$ cat src/rtl/spi_slave_core.sv
// SPI target engine: oversamples sck/nss/mosi in clk_i, shifts 8..32-bit words both ways.
// Define SPI_SLV_ERR_EN to get sticky overrun/underrun flags (ovr_o/udr_o).
module spi_slave_core #(
  parameter int DATA_WIDTH  = 32,
  parameter int SYNC_STAGES = 2
) (
  input  logic                  clk_i,
  input  logic                  rst_i,
  input  logic                  en_i,
  input  logic                  cpol_i,
  input  logic                  cpha_i,
  input  logic                  lsb_i,
  input  logic [1:0]            dtb_i,
  input  logic                  spi_sck_i,
  input  logic                  spi_nss_i,
  input  logic                  spi_mosi_i,
  output logic                  spi_miso_o,
  output logic                  spi_miso_oe_o,
  input  logic [DATA_WIDTH-1:0] tx_data_i,
  input  logic                  tx_valid_i,
  output logic                  tx_ready_o,
  output logic [DATA_WIDTH-1:0] rx_data_o,
  output logic                  rx_valid_o,
  input  logic                  rx_ready_i,
  output logic                  busy_o,
  output logic                  ovr_o,
  output logic                  udr_o,
  input  logic                  err_clr_i
);

  typedef enum logic [1:0] {IDLE, LOAD, SHIFT} state_t;

  state_t                  state;
  logic [SYNC_STAGES-1:0]  sck_sync, nss_sync, mosi_sync;
  logic                    sck_q, nss_q;
  logic                    cpol_l, cpha_l, lsb_l;
  logic [1:0]              dtb_l;
  logic [5:0]              bitcnt, nbits, shamt;
  logic [4:0]              top;
  logic [DATA_WIDTH-1:0]   tx_sh, rx_sh, rx_next, rx_word, load_word, hold_data;
  logic                    hold_full, skip;

  always_ff @(posedge clk_i or posedge rst_i) begin
    if (rst_i) begin
      sck_sync  <= '0;
      nss_sync  <= '1;
      mosi_sync <= '0;
      sck_q     <= 1'b0;
      nss_q     <= 1'b1;
    end else begin
      sck_sync  <= {sck_sync[SYNC_STAGES-2:0], spi_sck_i};
      nss_sync  <= {nss_sync[SYNC_STAGES-2:0], spi_nss_i};
      mosi_sync <= {mosi_sync[SYNC_STAGES-2:0], spi_mosi_i};
      sck_q     <= sck_sync[SYNC_STAGES-1];
      nss_q     <= nss_sync[SYNC_STAGES-1];
    end
  end

  logic sck_s, nss_s, mosi_s;
  logic nss_fall, nss_rise, lead_e, trail_e, sample_e, shift_e;
  logic word_done, abort, load_evt, tx_accept;

  assign sck_s    = sck_sync[SYNC_STAGES-1];
  assign nss_s    = nss_sync[SYNC_STAGES-1];
  assign mosi_s   = mosi_sync[SYNC_STAGES-1];
  assign nss_fall = nss_q & ~nss_s;
  assign nss_rise = ~nss_q & nss_s;
  assign lead_e   = (sck_q == cpol_l) & (sck_s != cpol_l);
  assign trail_e  = (sck_q != cpol_l) & (sck_s == cpol_l);
  assign sample_e = cpha_l ? trail_e : lead_e;
  assign shift_e  = cpha_l ? lead_e : trail_e;

  always_comb begin
    case (dtb_l)
      2'd0:    nbits = 6'd8;
      2'd1:    nbits = 6'd16;
      2'd2:    nbits = 6'd24;
      default: nbits = 6'd32;
    endcase
  end

  assign top       = 5'(nbits - 6'd1);
  assign shamt     = 6'(DATA_WIDTH) - nbits;
  assign rx_next   = lsb_l ? {mosi_s, rx_sh[DATA_WIDTH-1:1]} : {rx_sh[DATA_WIDTH-2:0], mosi_s};
  // LSB-first words build up from the top of the register, MSB-first from the bottom
  assign rx_word   = lsb_l ? (rx_next >> shamt) : (rx_next & ({DATA_WIDTH{1'b1}} >> shamt));
  assign load_word = hold_full ? hold_data : '0;

  assign word_done = (state == SHIFT) & sample_e & (bitcnt == nbits - 6'd1);
  assign abort     = nss_rise | ~en_i;
  assign load_evt  = ~abort & ((state == LOAD) | word_done);
  assign tx_accept = tx_valid_i & ~hold_full;

  always_ff @(posedge clk_i or posedge rst_i) begin
    if (rst_i) begin
      state      <= IDLE;
      cpol_l     <= 1'b0;
      cpha_l     <= 1'b0;
      lsb_l      <= 1'b0;
      dtb_l      <= 2'd0;
      bitcnt     <= '0;
      tx_sh      <= '0;
      rx_sh      <= '0;
      skip       <= 1'b0;
      spi_miso_o <= 1'b0;
      spi_miso_oe_o <= 1'b0;
      rx_data_o  <= '0;
      rx_valid_o <= 1'b0;
      hold_full  <= 1'b0;
      hold_data  <= '0;
    end else begin
      // an accept into an emptying holding reg wins over the load clearing it
      if (tx_accept) begin
        hold_full <= 1'b1;
        hold_data <= tx_data_i;
      end else if (load_evt) begin
        hold_full <= 1'b0;
      end

      if (word_done) begin
        rx_data_o  <= rx_word;
        rx_valid_o <= 1'b1;
      end else if (rx_ready_i) begin
        rx_valid_o <= 1'b0;
      end

      if (abort) begin
        state         <= IDLE;
        bitcnt        <= '0;
        skip          <= 1'b0;
        spi_miso_o    <= 1'b0;
        spi_miso_oe_o <= 1'b0;
      end else begin
        case (state)
          IDLE: if (nss_fall) begin
            cpol_l <= cpol_i;
            cpha_l <= cpha_i;
            lsb_l  <= lsb_i;
            dtb_l  <= dtb_i;
            state  <= LOAD;
          end
          LOAD: begin
            tx_sh         <= load_word;
            spi_miso_o    <= lsb_l ? load_word[0] : load_word[top];
            spi_miso_oe_o <= 1'b1;
            skip          <= cpha_l;
            bitcnt        <= '0;
            state         <= SHIFT;
          end
          SHIFT: if (sample_e) begin
            rx_sh <= rx_next;
            if (word_done) begin
              // next word's first bit goes out now, so the coming shift edge must not advance it
              bitcnt     <= '0;
              tx_sh      <= load_word;
              spi_miso_o <= lsb_l ? load_word[0] : load_word[top];
              skip       <= 1'b1;
            end else begin
              bitcnt <= bitcnt + 6'd1;
            end
          end else if (shift_e) begin
            if (skip) begin
              skip <= 1'b0;
            end else begin
              tx_sh      <= lsb_l ? (tx_sh >> 1) : (tx_sh << 1);
              spi_miso_o <= lsb_l ? tx_sh[1] : tx_sh[5'(top - 5'd1)];
            end
          end
          default: state <= IDLE;
        endcase
      end
    end
  end

  assign busy_o     = (state != IDLE);
  assign tx_ready_o = ~hold_full;

`ifdef SPI_SLV_ERR_EN
  logic ovr_q, udr_q, ovr_set, udr_set;
  assign ovr_set = word_done & rx_valid_o & ~rx_ready_i;
  assign udr_set = load_evt & ~hold_full;

  always_ff @(posedge clk_i or posedge rst_i) begin
    if (rst_i) begin
      ovr_q <= 1'b0;
      udr_q <= 1'b0;
    end else begin
      if (ovr_set)        ovr_q <= 1'b1;
      else if (err_clr_i) ovr_q <= 1'b0;
      if (udr_set)        udr_q <= 1'b1;
      else if (err_clr_i) udr_q <= 1'b0;
    end
  end

  assign ovr_o = ovr_q;
  assign udr_o = udr_q;
`else
  logic unused_err;
  assign unused_err = err_clr_i;
  assign ovr_o = 1'b0;
  assign udr_o = 1'b0;
`endif

endmodule

$ cat config.mk
export PLATFORM = sky130hd
export DESIGN_NAME = spi_slave_core
export DESIGN_NICKNAME = d
export VERILOG_FILES = /design/src/rtl/spi_slave_core.sv
export SDC_FILE = /design/constraint.sdc
export NUM_CORES = 1
export LEC_CHECK = 0
export CORE_ASPECT_RATIO = 1.4
export CORE_MARGIN = 5
export CORE_UTILIZATION = 52
export DETAILED_ROUTE_END_ITERATION = 16
export GPL_TIMING_DRIVEN = 1
export PLACE_DENSITY_LB_ADDON = 0.1
export SYNTH_ARGS = -nofsm -noshare
export SYNTH_HDL_FRONTEND = slang
export SYNTH_SLANG_ARGS = --single-unit
$ cat constraint.sdc
create_clock -name clk_i -period 5.36 [get_ports clk_i]
set_input_delay 1.608 -clock clk_i [delete_from_list [all_inputs] [get_ports clk_i]]
set_output_delay 1.608 -clock clk_i [all_outputs]
set_load 0.1 [all_outputs]
==> results of run 1 <==
-- layout make-up --
type,count,area share [%]
clock inverter,13,1.35
timing repair buffer,90,9.60
inverter,11,0.472
tap,192,2.52
sequential,154,40.5
multi-input combinational,540,40.8
clock buffer,19,4.75
-- sequential cells by signal, summed over array words and instances (netlist names) --
signal	flops
cpha_l	1
nss_sync	2
spi_miso_oe_o	1
bitcnt	6
rx_sh	32
hold_data	32
rx_valid_o	1
cpol_l	1
mosi_sync	2
sck_q	1
nss_q	1
rx_data_o	32
tx_sh	32
dtb_l	2
hold_full	1
sck_sync	2
spi_miso_o	1
lsb_l	1
state	2
skip	1
-- logic make-up (layout without fill, tap and decap cells) --
kind of cell    after synthesis  in the layout
flops                       154            154
fa+ha+maj                     5              5
xor+xnor                      3              3
other cells                   1              2
mux                         170            170
compound gates              161            161
buf+inv                      72            133
simple gates                199            199
-- layout by cell type (no fill, tap or decap), drive strengths merged, types with 5 or more instances in the layout --
cell type	Yosys	final
dfrtp	151	151
nand2	92	92
mux2	85	85
clkdlybuf4s50	0	81
mux2i	80	80
a21oi	55	55
o21ai	49	49
nor2	40	40
nor2b	20	20
clkbuf	40	19
a22oi	18	18
inv	11	16
nor3	14	14
nand3	11	11
buf	21	9
a211oi	7	7
and3	6	6
a21o	6	6
nand2b	5	5
mux4	5	5
ha	5	5
-- metal layers --
layer | global-route usage (%) | vias up | routed length [µm]
met5 | 0 | - | 0
met4 | 10.2 | 0 | 821
met3 | 4.35 | 38 | 724
met2 | 39.0 | 157 | 10000
met1 | 24.5 | 2878 | 7180
li1 | - | 2803 | -
-- critical path: stages, from the launching register on --
cell             delay (ps)
dfrtp_1                 360
buf_4                   250
inv_1                   140
clkdlybuf4s50_1        1150
-- worst max-delay path by stage --
stage | cells after the start | start | to | slack, ps
2_1_floorplan | 1 | rst_i | bitcnt[0] | 1810
5_1_grt | 3 | hold_full | tx_ready_o | 1350
4_1_cts | 3 | hold_full | tx_ready_o | 1410
3_3_place_gp | 5 | en_i | rx_sh[9] | 1750
6_report | 3 | hold_full | tx_ready_o | 1420
3_5_place_dp | 6 | en_i | bitcnt[0] | 1690
-- power breakdown --
group          switching (mW)  leakage (nW)  internal (mW)
Combinational           0.638          1.84          0.618
Sequential              0.319          1.98           1.47
Clock                   0.505         0.282          0.674
-- per-stage QoR --
step | cells | power [mW] | util (%)
2_1_floorplan | 766 | 2.72 | -
3_5_place_dp | 986 | 3.06 | 59.1
5_1_grt | 1019 | 4.49 | 63.1
3_3_place_gp | 986 | 3.01 | 59.1
6_report | 1019 | 4.22 | 63.1
4_1_cts | 1018 | 4.26 | 63.0
==> metrics.cfg, run 1 <==
[synth]
synth_top_family_by_area=multiplexers
postSynthAreaPerCell_um2=10.5
yosys.area_share.simple_pct=11.1
synthDistinctLibCells=50
synthTopCellsByArea=dfrtp_1, mux2_2, mux2i_1
ys_warn_count=0
netlist_area_um2=8050
yosys-mux-area-fraction_pct=23.2
synth_xor_area_share_pct=0.513
yosys_register_bits=154
synth_top_area_share_pct=47.0
synthFlopType=dfrtp_1
synth_compound_area_share_pct=12.4
synth-edff-count=0
synth_fa_ha_area_share_pct=0.777
yosysTopAreaCell=dfrtp_1
netlist_top_cells_count=dfrtp_1, nand2_1, mux2i_1
ys_seq_area_share_pct=47.9
synth-async-reset-ratio_pct=100
synth_cells=765
synthMostInstantiatedCell=dfrtp_1

[grt]
grt_antenna_before_repair=0
grt_pass1_wl_um=31200
grt_pass1_vias=6200
gr-total-overflow=0
grt_use_total_pct=21.7
grt_max_degree=74

[clocking]
cts.clk_slew.worst_paths_ps=60
post-cts-setup-buffer-count=0
h-tree-depth=4
cts.sinks=154
cts_tree=done
ctsLongestPathBuffers=2
cts-root-buf=clkbuf_16
clkLatencyLatePin_ps=430
cts_buffers=17
cts_hold_buf=0
cts_resized=0

[final_layout]
n_fill_cell=1291
nets=865
final_area_um2=9540
diodes=0
drive_gt1_share_pct=16.8
multi_input_area_um2=3890
register_area_um2=3860
syn_to_final_growth_pct=18.5

[worst_setup_path]
start_kind=flip-flop
reg2reg_depth=7
path_class=reg2out
path_max_fanout=37
arrival_ps=2330
endpoint_kind=primary output
crit_required_ps=3750
r2r-start=dtb_l[0]
r2r-end=bitcnt[4]
r2r_setup_slack_ps=1940

[floorplan]
io_pins=85
fp-row-count=53
initial_core_util_pct=53.2
core_um2=15100
die_y_um=157
die-area_um2=18100
die_x_um=115

[min_path]
hold_path.class=reg2reg
min_to=sck_sync[1]
hold_path_startpoint=sck_sync[0]
whs_path_depth=0

[routing]
vias_per_cell=5.77
ant_nets=0
drtPass1Iterations=4
wl_um=18700
drc_errors=0
wire_per_inst_um=18.4
vias=5876
drt-initial-drc-count=341

[timing]
min_period_over_period_pct=73.6
setup_tns_ps=0
fin_ws_ps=1420
fin_worst_skew_ps=12.1
setup_viol=0
max_slew.worst_pin.slew_ps=1170
rsz0062_at_grt=no
holdWs_ps=352
post-route-min-period_ps=3940
hold_viol=0
relSlewSlack_pct=22.3
final_max_slew_viol_count=0
max_freq_mhz=254

[power]
p_leak_nw=4.10
powerDensity_nw_per_um2=443
vdd_ir_drop_max_uv=269

[placement]
io_buffer_count=81
place_ws_ps=1690
dpl.hpwl_um=12900
place.gp.congestion=0.939
placed_area_um2=8940

[run_status]
status=completed

[flow_run]
cap_violations=0

Note: power is estimated with default switching activity, not from simulation.
==> run 2: changes to the inputs <==
--- a/config.mk
+++ b/config.mk
@@ -7,7 +7,7 @@
 export LEC_CHECK = 0
 export CORE_ASPECT_RATIO = 1.4
 export CORE_MARGIN = 5
-export CORE_UTILIZATION = 52
+export CORE_UTILIZATION = 57
 export DETAILED_ROUTE_END_ITERATION = 16
 export GPL_TIMING_DRIVEN = 1
 export PLACE_DENSITY_LB_ADDON = 0.1
==> constraint.sdc (replaced) <==
create_clock -name clk_i -period 4.15 [get_ports clk_i]
set_input_delay 1.245 -clock clk_i [delete_from_list [all_inputs] [get_ports clk_i]]
set_output_delay 1.245 -clock clk_i [all_outputs]
set_load 0.1 [all_outputs]
==> metrics.cfg, run 2 (same netlist as run 1, synthesis figures left out) <==
[run_status]
status=completed

[worst_setup_path]
cp_slowest_cell=clkdlybuf4s50_1
max_stage_delay_ps=970
crit_cells=2
endpoint_kind=primary output
start_kind=flip-flop
r2r-start=dtb_l[0]
path_max_fanout=6
arrival_ps=2130
crit_required_ps=2900
worstPathCellList=or2_2 > clkdlybuf4s50_1
path_class=reg2out
r2r_setup_slack_ps=990
r2r-end=tx_sh[27]
reg2reg_depth=8
crit_buf_inv=1
path_delay_family=buffers and inverters

[clocking]
cts.sinks=154
cts-root-buf=clkbuf_16
h-tree-depth=4
post-cts-setup-buffer-count=0
cts.clk_slew.worst_paths_ps=60
ctsLongestPathBuffers=2
clkLatencyLatePin_ps=420
cts_buffers=17
cts_hold_buf=0
cts_resized=0
cts_tree=done

[power]
powerDensity_nw_per_um2=575
p_leak_nw=4.11
vdd_ir_drop_max_uv=380

[timing]
final_max_slew_viol_count=0
fin_worst_skew_ps=8.75
setup_viol=0
hold_viol=0
fin_ws_ps=773
min_period_over_period_pct=81.4
setup_tns_ps=0
max_slew.worst_pin.slew_ps=1060
post-route-min-period_ps=3380
relSlewSlack_pct=29.0
max_freq_mhz=296
rsz0062_at_grt=no

[final_layout]
n_fill_cell=1127
diodes=0
final_area_um2=9530
mostFrequentLayoutCells=dfrtp_1, nand2_1, mux2i_1, clkdlybuf4s50_1, mux2_2
syn_to_final_growth_pct=18.4
final_common_cell=dfrtp_1
nets=866
drive_gt1_share_pct=17.0

[floorplan]
initial_core_util_pct=57.9
io_pins=85
core_um2=13900
die-area_um2=16600
die_y_um=151
fp-row-count=51
die_x_um=110

[grt]
grt_pass1_vias=6101
grt_use_total_pct=22.3
grt_antenna_before_repair=0
grt_max_degree=155
gr-total-overflow=0
grt_pass1_wl_um=30200

[flow_run]
cap_violations=0

[routing]
drt-initial-drc-count=264
drtPass1Iterations=5
wl_um=17900
vias=5933
ant_nets=0
vias_per_cell=5.86
wire_per_inst_um=17.7
drc_errors=0

[min_path]
whs_path_depth=0
hold_path_startpoint=mosi_sync[0]
min_to=mosi_sync[1]
hold_path.class=reg2reg

[placement]
io_buffer_count=81
placed_area_um2=8940
place.gp.congestion=0.885
dpl.hpwl_um=12400
place_ws_ps=952

[run 2: changes by cell type in the layout (fill, tap and decap cells not counted)]
cell and delta:
buf_4 +3, clkbuf_8 -2, buf_12 -1, bufinv_16 +1, clkdlybuf4s50_1 -1, clkinv_2 +1, clkinv_4 +1, inv_6 -1
[run 2: stage by stage]
stage                     total power, mW  hold slack, ps  util (%)  cells
after global placement               3.86             334      64.3    981
after global routing                 5.80             357      68.5   1013
after CTS                            5.51             345      68.5   1013
after floorplan                      3.51             331         -    766
after detailed placement             3.96             335      64.3    981
final                                5.48             345      68.5   1013
[run 2: metal layers]
metal,routed length [µm],track usage [%],up-vias
li1,-,-,2814
met1,6950,25.5,2880
met2,9540,40.2,192
met3,747,4.34,47
met4,689,10.5,0
met5,0,0,-
[run 2: worst max-delay path by stage]
stage,from,end
final,state[0],busy_o
after global placement,en_i,tx_sh[18]
after floorplan,rst_i,bitcnt[0]
after global routing,state[1],busy_o
after CTS,state[0],busy_o
after detailed placement,en_i,tx_sh[18]
[run 2: area by class of cell]
cell class / instances / area, µm² / area share [%]
clock inverter: 15 / 164 / 1.72
multi-input combinational: 540 / 3890 / 40.9
clock buffer: 17 / 425 / 4.46
sequential: 154 / 3860 / 40.5
timing repair buffer: 91 / 908 / 9.53
tap: 185 / 231 / 2.43
inverter: 11 / 45.0 / 0.473
[run 2: where the power goes]
group / total [mW] / internal [mW] / leakage, nW / switching (mW)
Combinational: 1.63 / 0.795 / 1.84 / 0.832
Clock: 1.55 / 0.896 / 0.285 / 0.650
Sequential: 2.31 / 1.90 / 1.98 / 0.408
Total: 5.48 / 3.59 / 4.11 / 1.89
[run 2: worst register-to-register path, cell delays in order, from the launching register on]
cell and delay, ps:
dfrtp_1 420, inv_1 110, ha_1 420, or3_1 460, a2111oi_4 440, nor2_2 100, a221oi_4 280, buf_4 410
mux2_2 410
==> run 3: changes to the inputs <==
--- a/config.mk
+++ b/config.mk
@@ -7,7 +7,7 @@
 export LEC_CHECK = 0
 export CORE_ASPECT_RATIO = 1.4
 export CORE_MARGIN = 5
-export CORE_UTILIZATION = 57
+export CORE_UTILIZATION = 52
 export DETAILED_ROUTE_END_ITERATION = 16
 export GPL_TIMING_DRIVEN = 1
 export PLACE_DENSITY_LB_ADDON = 0.1
==> constraint.sdc (replaced) <==
create_clock -name clk_i -period 2.88 [get_ports clk_i]
set_input_delay 0.864 -clock clk_i [delete_from_list [all_inputs] [get_ports clk_i]]
set_output_delay 0.864 -clock clk_i [all_outputs]
set_load 0.1 [all_outputs]
==> metrics.cfg, run 3 (same netlist as run 1, synthesis figures left out) <==
[run_status]
status=completed

[placement]
place.gp.congestion=0.934
io_buffer_count=81
place_ws_ps=45.4
dpl.hpwl_um=13600
placed_area_um2=9040

[flow_run]
cap_violations=0

[final_layout]
fin_util_pct=64.4
n_fill_cell=1281
drive_gt1_share_pct=23.5
final_common_cell=dfrtp_1
mostFrequentLayoutCells=dfrtp_1, nand2_1, mux2i_1
final_area_um2=9740
nets=886
syn_to_final_growth_pct=21.0
diodes=0

[grt]
grt_pass1_wl_um=31700
grt_use_total_pct=22.1
gr-total-overflow=0
grt_max_degree=76
grt_pass1_vias=6201
grt_antenna_before_repair=0

[timing]
fin_ws_ps=81.0
max_freq_mhz=357
final_max_slew_viol_count=0
relSlewSlack_pct=58.2
min_period_over_period_pct=97.2
post-route-min-period_ps=2800
hold_viol=0
max_slew.worst_pin.slew_ps=624
fin_worst_skew_ps=7.38
setup_viol=0

[clocking]
cts_tree=done
cts.clk_slew.worst_paths_ps=70
h-tree-depth=4
ctsLongestPathBuffers=2
clkLatencyLatePin_ps=420
cts.sinks=154
cts-root-buf=clkbuf_16
cts_buffers=17
cts_hold_buf=0

[routing]
drc_errors=0
vias_per_cell=5.78
drtPass1Iterations=6
vias=6008
ant_nets=0
drt-initial-drc-count=280
wl_um=19500
wire_per_inst_um=18.8

[power]
vdd_ir_drop_max_uv=532
p_leak_nw=4.32
powerDensity_nw_per_um2=827

[worst_setup_path]
crit_required_ps=3190
path_class=reg2reg
path_max_fanout=8
endpoint_kind=flip-flop
arrival_ps=3110
start_kind=flip-flop

[floorplan]
core_um2=15100
io_pins=85
die-area_um2=18100
initial_core_util_pct=53.2
fp-row-count=53
die_y_um=157
die_x_um=115

[min_path]
hold_path.class=reg2reg

## run 3: cell types whose count changed in the layout (fill, tap and decap cells not counted), moves of 2 or more
cell             previous run  this run
clkdlybuf4s50_1            80        44
clkbuf_16                  17        19
buf_4                       9        54
buf_6                       0         3
buf_12                      2         8
## run 3: where the power goes
group | switching (mW) | internal (mW) | leakage, nW
Clock | 0.952 | 1.32 | 0.290
Sequential | 0.615 | 2.74 | 1.98
Combinational | 1.22 | 1.21 | 2.05
Total | 2.79 | 5.27 | 4.32
## run 3: critical path: stages (launching register included)
cell,delay (ps)
dfrtp_1,430
inv_1,100
ha_1,230
or3_4,380
a2111oi_4,400
nor2_2,100
a221oi_4,360
buf_6,180
buf_6,160
mux2_2,340
## run 3: stage by stage
| step | power (mW) | TNS (ps) | std cells | hold WS (ps) |
|---|---|---|---|---|
| 4_1_cts | 8.09 | 0 | 1034 | 350 |
| 5_1_grt | 8.52 | -393 | 1040 | 360 |
| 2_1_floorplan | 5.06 | 0 | 766 | 331 |
| 3_3_place_gp | 5.69 | 0 | 1002 | 333 |
| 6_report | 8.05 | 0 | 1040 | 347 |
| 3_5_place_dp | 5.80 | 0 | 1002 | 336 |
## run 3: final timing paths
check | from | end | slack, ps | depth (start not counted)
worst min register to register | mosi_sync[0] | mosi_sync[1] | 350 | 0
worst max register to register | dtb_l[0] | tx_sh[21] | 80 | 9
min in group asynchronous | rst_i | rx_sh[31] | 890 | 3
worst max-delay path | dtb_l[0] | tx_sh[21] | 80 | 9
max in group asynchronous | rst_i | hold_full | 1600 | 3
worst min-delay path | mosi_sync[0] | mosi_sync[1] | 350 | 0
## run 3: what timing repair did
item,in CTS,in global routing
gates resized for setup,0,5
endpoints found under the setup margin,0,32
setup buffers,0,3
## run 3: layout make-up
class                   instances  area [µm²]  share of cell area, %
multi-input cells             540        3900                   40.1
clock buffers                  18         439                   4.51
flip-flops and latches        154        3860                   39.7
inverters                      11        45.0                  0.463
clock inverters                14         161                   1.66
well taps                     192         240                   2.47
repair buffers                111        1090                   11.2
## run 3: routing by layer
layer  vias to the layer above  GRT usage, %  routed length (µm)
met5                         -             0                   0
met4                         0          9.34                 690
met3                        46          3.81                 712
met2                       151          39.6               10500
met1                      2957          25.8                7600
li1                       2854             -                   -
